### config.mk
export PLATFORM = sky130hd
export DESIGN_NAME = emergency_input_conditioner
export DESIGN_NICKNAME = d
export VERILOG_FILES = /design/src/rtl/emergency_input_conditioner.sv
export SDC_FILE = /design/constraint.sdc
export NUM_CORES = 1
export LEC_CHECK = 0
export ABC_CLOCK_PERIOD_IN_PS = 10410
export BUFFER_PORTS_ARGS = -buffer_cell sky130_fd_sc_hd__buf_2
export CORE_MARGIN = 2
export CORE_UTILIZATION = 35
export CTS_BUF_LIST = sky130_fd_sc_hd__clkbuf_16
export CTS_CLUSTER_DIAMETER = 30
export DETAILED_ROUTE_END_ITERATION = 16
export GPL_TIMING_DRIVEN = 0
export PLACE_DENSITY = 0.52
export RECOVER_POWER = 25
export SLEW_MARGIN = 20
export SYNTH_ARGS = -nofsm -noshare
export SYNTH_HDL_FRONTEND = slang
export SYNTH_SLANG_ARGS = --single-unit
### constraint.sdc
create_clock -name clk -period 10.41 [get_ports clk]
set_clock_uncertainty 0.1 [all_clocks]
set_input_delay 0 -clock clk [delete_from_list [all_inputs] [get_ports clk]]
set_output_delay 0 -clock clk [all_outputs]
set_load 0.005 [all_outputs]
### src/rtl/emergency_input_conditioner.sv
// Synchronises, debounces and arbitrates four siren lines into one-hot ambulance grants, plus a filtered night request.
// Grant latency DEB_CYCLES+3 edges from first raw sample; release 4 edges; night toggle NIGHT_ON/OFF+2 edges.
module emergency_input_conditioner #(
    parameter logic [31:0] DEB_CYCLES  = 32'd500000,
    parameter logic [31:0] HOLD_CYCLES = 32'd10000000,
    parameter logic [31:0] MAX_CYCLES  = 32'd200000000,
    parameter logic [31:0] NIGHT_ON    = 32'd50000000,
    parameter logic [31:0] NIGHT_OFF   = 32'd50000000
) (
    input  logic       clk,
    input  logic       reset,
    input  logic [3:0] siren_raw,
    input  logic       dark_raw,
    output logic       A1,
    output logic       A2,
    output logic       A3,
    output logic       A4,
    output logic       night_mode,
    output logic [2:0] active_lane,
    output logic [3:0] lane_lockout
);

    typedef enum logic [1:0] {
        IDLE    = 2'd0,
        QUAL    = 2'd1,
        ACTIVE  = 2'd2,
        LOCKOUT = 2'd3
    } lane_state_e;

    logic [3:0]  siren_meta_q;
    logic [3:0]  siren_sync_q;
    logic        dark_meta_q;
    logic        dark_sync_q;

    lane_state_e state_q [4];
    lane_state_e state_d [4];
    logic [31:0] cnt_q   [4];
    logic [31:0] cnt_d   [4];
    logic [31:0] acnt_q  [4];
    logic [31:0] acnt_d  [4];

    logic [3:0]  req;
    logic [2:0]  own_q;
    logic [2:0]  own_d;
    logic        own_keep;

    logic [31:0] ncnt_q;
    logic [31:0] ncnt_d;
    logic        night_q;
    logic        night_d;
    logic [31:0] night_limit;

    always_ff @(posedge clk or posedge reset) begin
        if (reset) begin
            siren_meta_q <= 4'b0000;
            siren_sync_q <= 4'b0000;
            dark_meta_q  <= 1'b0;
            dark_sync_q  <= 1'b0;
        end else begin
            siren_meta_q <= siren_raw;
            siren_sync_q <= siren_meta_q;
            dark_meta_q  <= dark_raw;
            dark_sync_q  <= dark_meta_q;
        end
    end

    always_comb begin
        for (int n = 0; n < 4; n++) begin
            state_d[n] = state_q[n];
            cnt_d[n]   = cnt_q[n];
            acnt_d[n]  = acnt_q[n];
            case (state_q[n])
                IDLE: begin
                    if (siren_sync_q[n]) begin
                        state_d[n] = QUAL;
                        cnt_d[n]   = 32'd1;
                    end
                end
                QUAL: begin
                    if (!siren_sync_q[n]) begin
                        state_d[n] = IDLE;
                    // A single-cycle debounce qualifies straight out of the first QUAL cycle.
                    end else if ((cnt_q[n] == DEB_CYCLES - 32'd1) || (DEB_CYCLES == 32'd1)) begin
                        state_d[n] = ACTIVE;
                        acnt_d[n]  = 32'd0;
                    end else begin
                        cnt_d[n] = cnt_q[n] + 32'd1;
                    end
                end
                ACTIVE: begin
                    if (acnt_q[n] == MAX_CYCLES - 32'd1) begin
                        state_d[n] = LOCKOUT;
                        cnt_d[n]   = 32'd0;
                    end else if (!siren_sync_q[n] && (acnt_q[n] >= HOLD_CYCLES - 32'd1)) begin
                        state_d[n] = IDLE;
                    end else begin
                        acnt_d[n] = acnt_q[n] + 32'd1;
                    end
                end
                LOCKOUT: begin
                    if (siren_sync_q[n]) begin
                        cnt_d[n] = 32'd0;
                    end else if (cnt_q[n] == DEB_CYCLES - 32'd1) begin
                        state_d[n] = IDLE;
                    end else begin
                        cnt_d[n] = cnt_q[n] + 32'd1;
                    end
                end
                default: begin
                    state_d[n] = IDLE;
                end
            endcase
        end
    end

    always_ff @(posedge clk or posedge reset) begin
        if (reset) begin
            for (int n = 0; n < 4; n++) begin
                state_q[n] <= IDLE;
                cnt_q[n]   <= 32'd0;
                acnt_q[n]  <= 32'd0;
            end
        end else begin
            for (int n = 0; n < 4; n++) begin
                state_q[n] <= state_d[n];
                cnt_q[n]   <= cnt_d[n];
                acnt_q[n]  <= acnt_d[n];
            end
        end
    end

    always_comb begin
        for (int n = 0; n < 4; n++) begin
            req[n]          = (state_q[n] == ACTIVE);
            lane_lockout[n] = (state_q[n] == LOCKOUT);
        end
    end

    // Non-preemptive: the owner is only replaced once its own request has dropped.
    always_comb begin
        own_keep = 1'b0;
        case (own_q)
            3'd1:    own_keep = req[0];
            3'd2:    own_keep = req[1];
            3'd3:    own_keep = req[2];
            3'd4:    own_keep = req[3];
            default: own_keep = 1'b0;
        endcase

        own_d = own_q;
        if (!own_keep) begin
            if (req[0]) begin
                own_d = 3'd1;
            end else if (req[1]) begin
                own_d = 3'd2;
            end else if (req[2]) begin
                own_d = 3'd3;
            end else if (req[3]) begin
                own_d = 3'd4;
            end else begin
                own_d = 3'd0;
            end
        end
    end

    always_ff @(posedge clk or posedge reset) begin
        if (reset) begin
            own_q <= 3'd0;
        end else begin
            own_q <= own_d;
        end
    end

    assign A1          = (own_q == 3'd1);
    assign A2          = (own_q == 3'd2);
    assign A3          = (own_q == 3'd3);
    assign A4          = (own_q == 3'd4);
    assign active_lane = own_q;

    // The run counter tracks consecutive samples disagreeing with the current night level.
    always_comb begin
        ncnt_d      = ncnt_q;
        night_d     = night_q;
        night_limit = night_q ? NIGHT_OFF : NIGHT_ON;
        if (dark_sync_q != night_q) begin
            if (ncnt_q == night_limit - 32'd1) begin
                night_d = ~night_q;
                ncnt_d  = 32'd0;
            end else begin
                ncnt_d = ncnt_q + 32'd1;
            end
        end else begin
            ncnt_d = 32'd0;
        end
    end

    always_ff @(posedge clk or posedge reset) begin
        if (reset) begin
            ncnt_q  <= 32'd0;
            night_q <= 1'b0;
        end else begin
            ncnt_q  <= ncnt_d;
            night_q <= night_d;
        end
    end

    assign night_mode = night_q;

endmodule

Yosys cells after proc, flatten, opt, wreduce, memory -nomap -nowiden
Cells that the tools add are included.
W data, S select, Z words.
{"block": "totals", "input_bits": 7, "output_inout_bits": 12, "reg_bits": 310}
{"block": "op_classes", "n_mux": 83, "add_sub_neg": 9, "n_lt_le_gt_ge": 4, "eq_ne": 66, "bitwise_logic": 1, "reduce_logical": 29}
{"cell": "$mux W32", "n": 38}
{"cell": "$pmux W32 S4", "n": 4}
{"cell": "$add A32 B1 Y32 const B", "n": 9}
{"cell": "$pmux W32 S2", "n": 4}
{"cell": "$eq A32 B19 Y1 const B", "n": 4}
{"cell": "$eq A32 B28 Y1 const B", "n": 4}
{"cell": "$ge A32 B24 Y1 const B", "n": 4}
{"cell": "$mux W2", "n": 28}
{"cell": "$ne A2 B2 Y1 const B", "n": 24}
{"cell": "$reduce_and A5 Y1", "n": 8}
{"cell": "$eq A32 B26 Y1 const B", "n": 1}
{"cell": "$pmux W2 S4", "n": 4}
{"cell": "$eq A2 B2 Y1 const B", "n": 8}
{"cell": "$ne A2 B1 Y1 const B", "n": 8}
{"cell": "$mux W3", "n": 4}
{"cell": "$ne A3 B1 Y1 const B", "n": 4}
{"cell": "$ne A3 B3 Y1 const B", "n": 4}
{"cell": "$reduce_and A3 Y1", "n": 4}
{"cell": "$eq A2 B1 Y1 const B", "n": 4}
{"cell": "$logic_not A2 Y1", "n": 4}
{"cell": "$reduce_bool A2 Y1", "n": 4}
{"cell": "$eq A3 B2 Y1 const B", "n": 2}
{"cell": "$logic_and A1 B1 Y1", "n": 4}
{"cell": "$logic_not A1 Y1", "n": 4}
{"cell": "6 further kinds", "n": 6}

Depth between registers and ports, before layout
Gate-level depths: netlist (run 1).
{"block": "depth", "word_depth": 5, "mapped_depth": 10}

Least setup slack after synthesis (run 1)
Ideal clock, no wire load.
{"block": "synth_timing", "path_kind": "register to register", "startpoint": "reg acnt_q[122] (netlist name)", "endpoint": "reg cnt_q[123] (netlist name)", "n_path_buf": 2, "arrival_time_ns": 2.858, "path_stages_with_launch": 9, "required_ns": 10.232, "setup_time_ns": 0.078, "slack_ns": 7.374, "synth_period_minus_slack_ns": 3.036, "path_cell_list": "dfrtp_1 or4_1 or3_4 o31a_1 buf_6 or3_1 buf_2 or4_1 a21oi_1"}
{"block": "synth_via", "elab_chain_cells": 3}
{"element": "start, declared", "line": "39", "text": "logic [31:0] acnt_q [4];"}
{"element": "start signal, assigned by index", "line": "127", "text": "acnt_q[n] <= acnt_d[n];"}
{"element": "$eq A32 B28 Y1", "line": "91", "text": "if (acnt_q[n] == MAX_CYCLES - 32'd1) begin"}
{"element": "$ne A2 B1 Y1 (no line)"}
{"element": "$reduce_and A3 Y1 (no line)"}
{"element": "end signal, assigned by index", "line": "126", "text": "cnt_q[n] <= cnt_d[n];"}
{"element": "end, declared", "line": "37", "text": "logic [31:0] cnt_q [4];"}
No other way between the ends.
A chain may end at the register's enable or synchronous reset.

Worst setup path in the final report (run 1)
{"block": "layout_timing", "startpoint": "reg acnt_q[58] (netlist name)", "endpoint": "reg acnt_q[63] (netlist name)"}
{"block": "layout_via", "elab_chain_cells": 4, "word_cells_on_any_way": 10, "classes_between": "1 x add/sub; 1 x order compare; 3 x eq/ne; 3 x mux; 2 x reduce/logical"}
{"element": "$add A32 B1 Y32 / $ge A32 B24 Y1 (equally long branches)", "line": "97, 94"}
{"element": "$mux W32 / $logic_and A1 B1 Y1 (equally long branches)", "line": "94", "text": "end else if (!siren_sync_q[n] && (acnt_q[n] >= HOLD_CYCLES - 32'd1)) begin"}
{"element": "$mux W32 / $ne A2 B2 Y1 (equally long branches)"}
{"element": "$pmux W32 S2 / $reduce_and A5 Y1 (equally long branches)"}
Several ways; a longest one is shown, not always the timed one. The select of a mux whose other input is x is not followed.

==> impl_metrics.yaml, run 1 <==
drt:
  wl_met3_um: 2180
  drc: 0
  routed_wl_um: 49990
  dr_total_vias: 16850
  viasPerCell: 5.753
  wl_per_cell_um: 17.07
  top_layer: "met4"
  dr.pass1.iters: 5
  ant_nets: 0
  met1_length_um: 23790
  drt_iter0_markers: 1222
  wl_met2_um: 22860
placed_design:
  place_congestion: 0.8503
  port_buffers: 18
  place_area_sq_mm: 0.01885
  place_hpwl_um: 32730
power:
  total_power_w: 0.003874
  ir_worst_vdd_uv: 199.7
  p_leak_nw: 8.664
  power_density_mw_per_mm2: 177.9
global_routing:
  grt_max_degree: 92
  gr-total-overflow: 0
  grt.total_usage_pct: 19.07
  antenna_found_initial: 0
  grt_pass1_vias: 16540
  grt_pass1_wl_um: 84320
clock_tree:
  cts_buffers: 91
  htreeDepth: 3
  cts.path.max_buffers: 3
  ctsResizeCount: 0
  clk_pin_slew_ns: 0.04
  cts_sinks: 310
  cts_tree: "built"
  cts_root_buf: "clkbuf_16"
  clkLatencyLatePin_ns: 0.61
cells_and_area:
  most-common-layout-cells: "dfrtp_1 (310), nand2_1 (187), nor2_1 (166)"
  area_delta_synth_final_pct: 22.17
  design_area_sq_mm: 0.02178
  seq_area_sq_mm: 0.007757
  fillers: 4944
  antenna_cells: 0
  layout_commonest_cell: "dfrtp_1"
  layout-drive-gt1-share_pct: 7.709
  multi_input_area_sq_mm: 0.009409
  fin_util_pct: 43.41
  nets: 2202
sta:
  final-max-slew-violation-count: 69
  setup_viol: 0
  holdWs_ns: 0.2413
  hold_viol: 0
  rsz0062_at_grt: "no"
  period_minus_slack_ns: 3.922
  timing.final.crit_share_pct: 37.68
  tightest_slew_ns: 3.490
  relSlewSlack_pct: -133.9
  fmax_mhz: 255.0
yosys:
  synthArstFlopShare_pct: 100.0
  ys.flop_type: "dfrtp_1"
  synth.net_count: 2076
  synth-seq-cells: 310
  syn_inst: 2060
  avgSynthCellArea_sq_um: 8.653
  ys_types: 76
  synth_warnings: 0
  syn_area_sq_mm: 0.01783
  yosysSeqAreaShare_pct: 43.52
  synth_edf_count: 0
worst_setup_path:
  worstPathArrival_ns: 4.28
  cp_slowest_cell: "a211oi_1"
  path_cells: "nor4_1 > a31oi_1 > a211oi_1 > nor2_1 > nor2_1 > clkbuf_1 > a31oi_1"
  cp_max_fo: 10
  worst_setup_path_end_kind: "flip-flop"
  crit_path_max_incr_delay_ns: 0.81
  ff2ff_path_depth: 7
  critPathKind: "reg -> reg"
  start_kind: "flip-flop"
  crit_required_ns: 10.76
  r2r_setup_slack_ns: 6.49
floorplan:
  die_area_sq_mm: 0.05275
  io_pins: 19
  core_sq_mm: 0.05017
  fp.dieH_um: 229.7
  start_util_pct: 35.53
  rows: 82
  fp.dieW_um: 229.7
status:
  violations: "max-capacitance violations, max-slew violations"
  status: "finished, violations left"
worst_hold_path:
  whs_path_depth: 0
  hold_class: "reg -> reg"
run:
  maxCapViolCount: 1
[per-layer routing]
| layer | global-route usage, % | vias up |
|---|---|---|
| met4 | 6.656 | 0 |
| met3 | 3.671 | 100 |
| met2 | 30.39 | 382 |
| met5 | 0 | - |
| met1 | 25.89 | 8237 |
| li1 | - | 8131 |
[repair_timing]
| action | CTS | global route |
|---|---|---|
| setup buffers | 0 | 0 |
| endpoints found under the hold margin | 315 | 0 |
| hold buffers | 12 | 0 |
[power by group]
part	internal [W]	switching (W)	total, W
clock	0.00172	0.000799	0.00252
combinational	0.0000324	0.0000813	0.000114
sequential	0.00122	0.0000148	0.00124
[synthesized netlist by cell type (all sizes together), types with 3 or more instances]
cell / instances / share of area, %
nor4: 54 / 1.9
a211oi: 6 / 0.25
and4: 41 / 2.0
inv: 43 / 0.91
nor2b: 5 / 0.18
nor4b: 16 / 0.79
o311ai: 4 / 0.20
dfrtp: 310 / 44
nand3: 129 / 3.6
a211o: 7 / 0.34
or4: 44 / 1.9
a21oi: 139 / 3.9
o21a: 12 / 0.51
o41ai: 7 / 0.34
and2: 28 / 0.98
o211ai: 18 / 0.76
o22a: 3 / 0.15
or3: 59 / 2.1
nand2b: 9 / 0.32
o21ai: 106 / 3.0
nand2: 187 / 3.9
a31o: 7 / 0.34
and3: 49 / 1.7
clkbuf: 120 / 2.5
o22ai: 4 / 0.14
nand4b: 3 / 0.15
nor3: 46 / 1.3
nor2: 166 / 3.5
a21o: 6 / 0.25
xor2: 30 / 1.5
or2: 7 / 0.25
a311oi: 4 / 0.20
nor4bb: 11 / 0.62
buf: 9 / 0.25
o2111ai: 5 / 0.25
o31ai: 131 / 5.5
mux2i: 7 / 0.39
a31oi: 64 / 2.2
ha: 9 / 0.63
a32oi: 3 / 0.15
a41oi: 10 / 0.49
o31a: 5 / 0.25
nand4: 70 / 2.5
xnor2: 35 / 1.7
[final cells by class]
| class | count | area share [%] |
|---|---|---|
| Inverter | 44 | 0.7641 |
| Timing Repair Buffer | 33 | 1.333 |
| Sequential cell | 310 | 35.62 |
| Clock inverter | 72 | 2.378 |
| Tap cell | 672 | 3.861 |
| Multi-Input combinational cell | 1577 | 43.20 |
| Buffer | 129 | 2.269 |
| Clock buffer | 92 | 10.57 |
[worst paths after layout]
check / endpoint / start
worst max-delay path: acnt_q[63] / acnt_q[58]
worst min-delay path: siren_sync_q[0] / siren_meta_q[0]
worst max register to register: acnt_q[63] / acnt_q[58]
worst min register to register: siren_sync_q[0] / siren_meta_q[0]
max in group asynchronous: cnt_q[24] / reset
min in group asynchronous: active_lane[2] / reset
[worst max-delay path, delay by kind of cell, from the launching register on]
| kind | cells | cell delay, ns |
|---|---|---|
| AOI/OAI and AO/OA | 3 | 1.16 |
| buffers and inverters | 1 | 0.55 |
| DFF | 1 | 0.44 |
| and+or+nand+nor | 3 | 1.52 |
[sequential cells by signal, summed over array words and instances (netlist names)]
| signal | cells |
|---|---|
| dark_meta_q | 1 |
| cnt_q | 128 |
| night_mode | 1 |
| siren_meta_q | 4 |
| siren_sync_q | 4 |
| active_lane | 3 |
| ncnt_q | 32 |
| acnt_q | 128 |
| dark_sync_q | 1 |
| state_q | 8 |
[per-stage QoR]
stage	setup WS (ns)	setup TNS (ns)	instances
final	6.488	0	2929
after global routing	6.231	0	2929
after CTS	6.450	0	2929
after detailed placement	6.480	0	2753
after global placement	-2.505	-769.18	2750
after floorplan	1.737	0	2060
[cells by family (layout without fill, tap and decap cells)]
kind of cell,Yosys count,after routing,share of synthesized area (%)
AO/OA/AOI/OAI,561,561,20.30
AND/OR/NAND/NOR,933,933,28.14
adder cells (fa/ha/maj),9,9,0.6317
buffers and inverters,173,370,3.699
XOR/XNOR,65,65,3.194
flip-flops,310,310,43.52
multiplexers,9,9,0.5194
Power figures use the tool's default switching activity.
==> run 2, diff against run 1 <==
- ABC_AREA: unset -> 1
- ABC_CLOCK_PERIOD_IN_PS: 10410 -> 3600
- PLACE_DENSITY: 0.52 -> 0.54
- clock period: 10.41 -> 3.6 ns (I/O delays scaled with it)
==> impl_metrics.yaml, run 2 <==
worst_setup_path:
  worstPathArrival_ns: 3.15
  worst_setup_path_end_kind: "flip-flop"
  start_kind: "flip-flop"
  cp_max_fo: 10
  crit_required_ns: 3.99
  critPathKind: "reg -> reg"
floorplan:
  rows: 93
  start_util_pct: 35.44
  die_area_sq_mm: 0.06733
  core_sq_mm: 0.06446
  io_pins: 19
  fp.dieH_um: 259.5
  fp.dieW_um: 259.5
clock_tree:
  ctsResizeCount: 0
  clkLatencyLatePin_ns: 0.61
  cts_root_buf: "clkbuf_16"
  post-cts-setup-buffers: 0
  cts_sinks: 310
  clk_pin_slew_ns: 0.04
  cts_buffers: 89
  cts.path.max_buffers: 3
  htreeDepth: 3
  cts_hold_buf: 12
  cts_tree: "built"
placed_design:
  place_hpwl_um: 52720
  dp.cells: 4610
  place_congestion: 0.9552
  port_buffers: 18
global_routing:
  grt_pass1_vias: 22220
  antenna_found_initial: 0
  grt.total_usage_pct: 20.74
  gr-total-overflow: 0
  grt_max_degree: 33
  grt_pass1_wl_um: 115300
yosys:
  yosysTopAreaCell: "dfrtp_1"
  avgSynthCellArea_sq_um: 6.131
  yosysSeqAreaShare_pct: 33.96
  synth-seq-cells: 310
  synth.net_count: 3742
  synthArstFlopShare_pct: 100.0
  synth_warnings: 0
  synthTopCellsByArea: "dfrtp_1 (34%), nand2_1 (23%), nor2_1 (9.3%)"
  ys.flop_type: "dfrtp_1"
  synth.most_common_cell: "nand2_1"
  syn_inst: 3726
  syn_area_sq_mm: 0.02285
  yosysTopAreaCellShare_pct: 33.96
  ys_types: 43
  synth_edf_count: 0
  yosys-top-cells-count: "nand2_1 (1,423), nor2_1 (566), nand3_1 (365), inv_1 (316), dfrtp_1 (310)"
sta:
  fmax_mhz: 363.6
  final-max-slew-violation-count: 0
  holdWs_ns: 0.2392
  tightest_slew_ns: 1.211
  hold_viol: 0
  period_minus_slack_ns: 2.750
  rsz0062_at_grt: "no"
  relSlewSlack_pct: 18.85
  timing.final.crit_share_pct: 76.40
  setup_viol: 0
cells_and_area:
  fin_util_pct: 42.47
  largest_registers: "acnt_q (128), cnt_q (128), ncnt_q (32)"
  fillers: 6896
  fin_cells: 4788
  most-common-layout-cells: "nand2_1 (1,423), nor2_1 (566), nand3_1 (365)"
  area_delta_synth_final_pct: 19.83
  multi_input_area_sq_mm: 0.01341
  nets: 3874
  layout_commonest_cell: "nand2_1"
  seq_area_sq_mm: 0.007757
  antenna_cells: 0
  layout-drive-gt1-share_pct: 6.560
drt:
  drc: 0
  routed_wl_um: 69140
  drt_iter0_markers: 1720
  wl_per_cell_um: 14.44
  dr.pass1.iters: 8
  ant_nets: 0
  viasPerCell: 4.937
  dr_total_vias: 23640
status:
  status: "finished clean"
power:
  p_leak_nw: 12.14
  total_power_w: 0.01410
  ir_worst_vdd_uv: 320.4
  power_density_mw_per_mm2: 515.0
run:
  maxCapViolCount: 0
worst_hold_path:
  hold_class: "reg -> reg"
==> run 2: cell families (layout without fill, tap and decap cells) <==
group,Yosys count,count (layout),share of synthesized area [%]
AOI/OAI and AO/OA,240,240,6.238
xor gates and xnor gates,91,91,3.489
adders and majority gates,9,9,0.4929
buffers and inverters,423,630,7.344
DFF,310,310,33.96
and+or+nand+nor,2653,2653,48.48
==> run 2: worst paths after layout <==
kind / start / endpoint / slack [ns] / depth (start not counted)
hold / removal: siren_meta_q[3] / siren_sync_q[3] / 0.24 / 0
min in group asynchronous: reset / acnt_q[23] / 0.65 / 4
setup / recovery: cnt_q[64] / acnt_q[75] / 0.85 / 11
setup reg to reg: cnt_q[64] / acnt_q[75] / 0.85 / 11
hold reg to reg: siren_meta_q[3] / siren_sync_q[3] / 0.24 / 0
max in group asynchronous: reset / acnt_q[109] / 1.37 / 8
==> run 2: area by class of cell <==
type                    instances  share of cell area [%]
repair buffers                 41                   1.581
inverters                     322                   4.420
well taps                     855                   3.908
flip-flops and latches        310                   28.34
plain buffers                 101                   1.709
multi-input cells            2993                   48.99
clock buffers                  90                   8.227
clock inverters                76                   2.829
==> run 2: critical path: stages (launching register included) <==
cell,delay (ns)
dfrtp_1,0.48
ha_1,0.41
nand3_1,0.26
inv_1,0.28
nand4_1,0.12
nor2_1,0.23
nand4_1,0.19
nand2_4,0.19
nand2_4,0.08
buf_4,0.18
nand2_1,0.06
nand2_1,0.05
==> run 2: power breakdown <==
part           switching [W]  total [W]  leakage, nW  internal, W
registers           0.000218    0.00390         4.27      0.00368
clock network        0.00234    0.00784         1.53      0.00550
logic                0.00176    0.00237         6.34     0.000601
total                0.00432     0.0141         12.1      0.00977
==> run 2: metal layers <==
layer	vias to the layer above	track usage, %	routed length [um]
met4	0	6.466	1778
li1	12300	-	-
met5	-	0	0
met2	521	32.87	30470
met3	138	3.427	3183
met1	10680	28.82	33700
==> run 2: per-stage QoR <==
| stage | setup WS [ns] | TNS [ns] | instance area [sq um] |
|---|---|---|---|
| 2_1_floorplan | -0.6269 | -194.35 | 22850 |
| 6_report | 0.8495 | 0 | 27380 |
| 5_1_grt | 0.6565 | 0 | 27380 |
| 3_3_place_gp | -2.871 | -880.42 | 24010 |
| 3_5_place_dp | 0.8372 | 0 | 24240 |
| 4_1_cts | 0.8370 | 0 | 27380 |
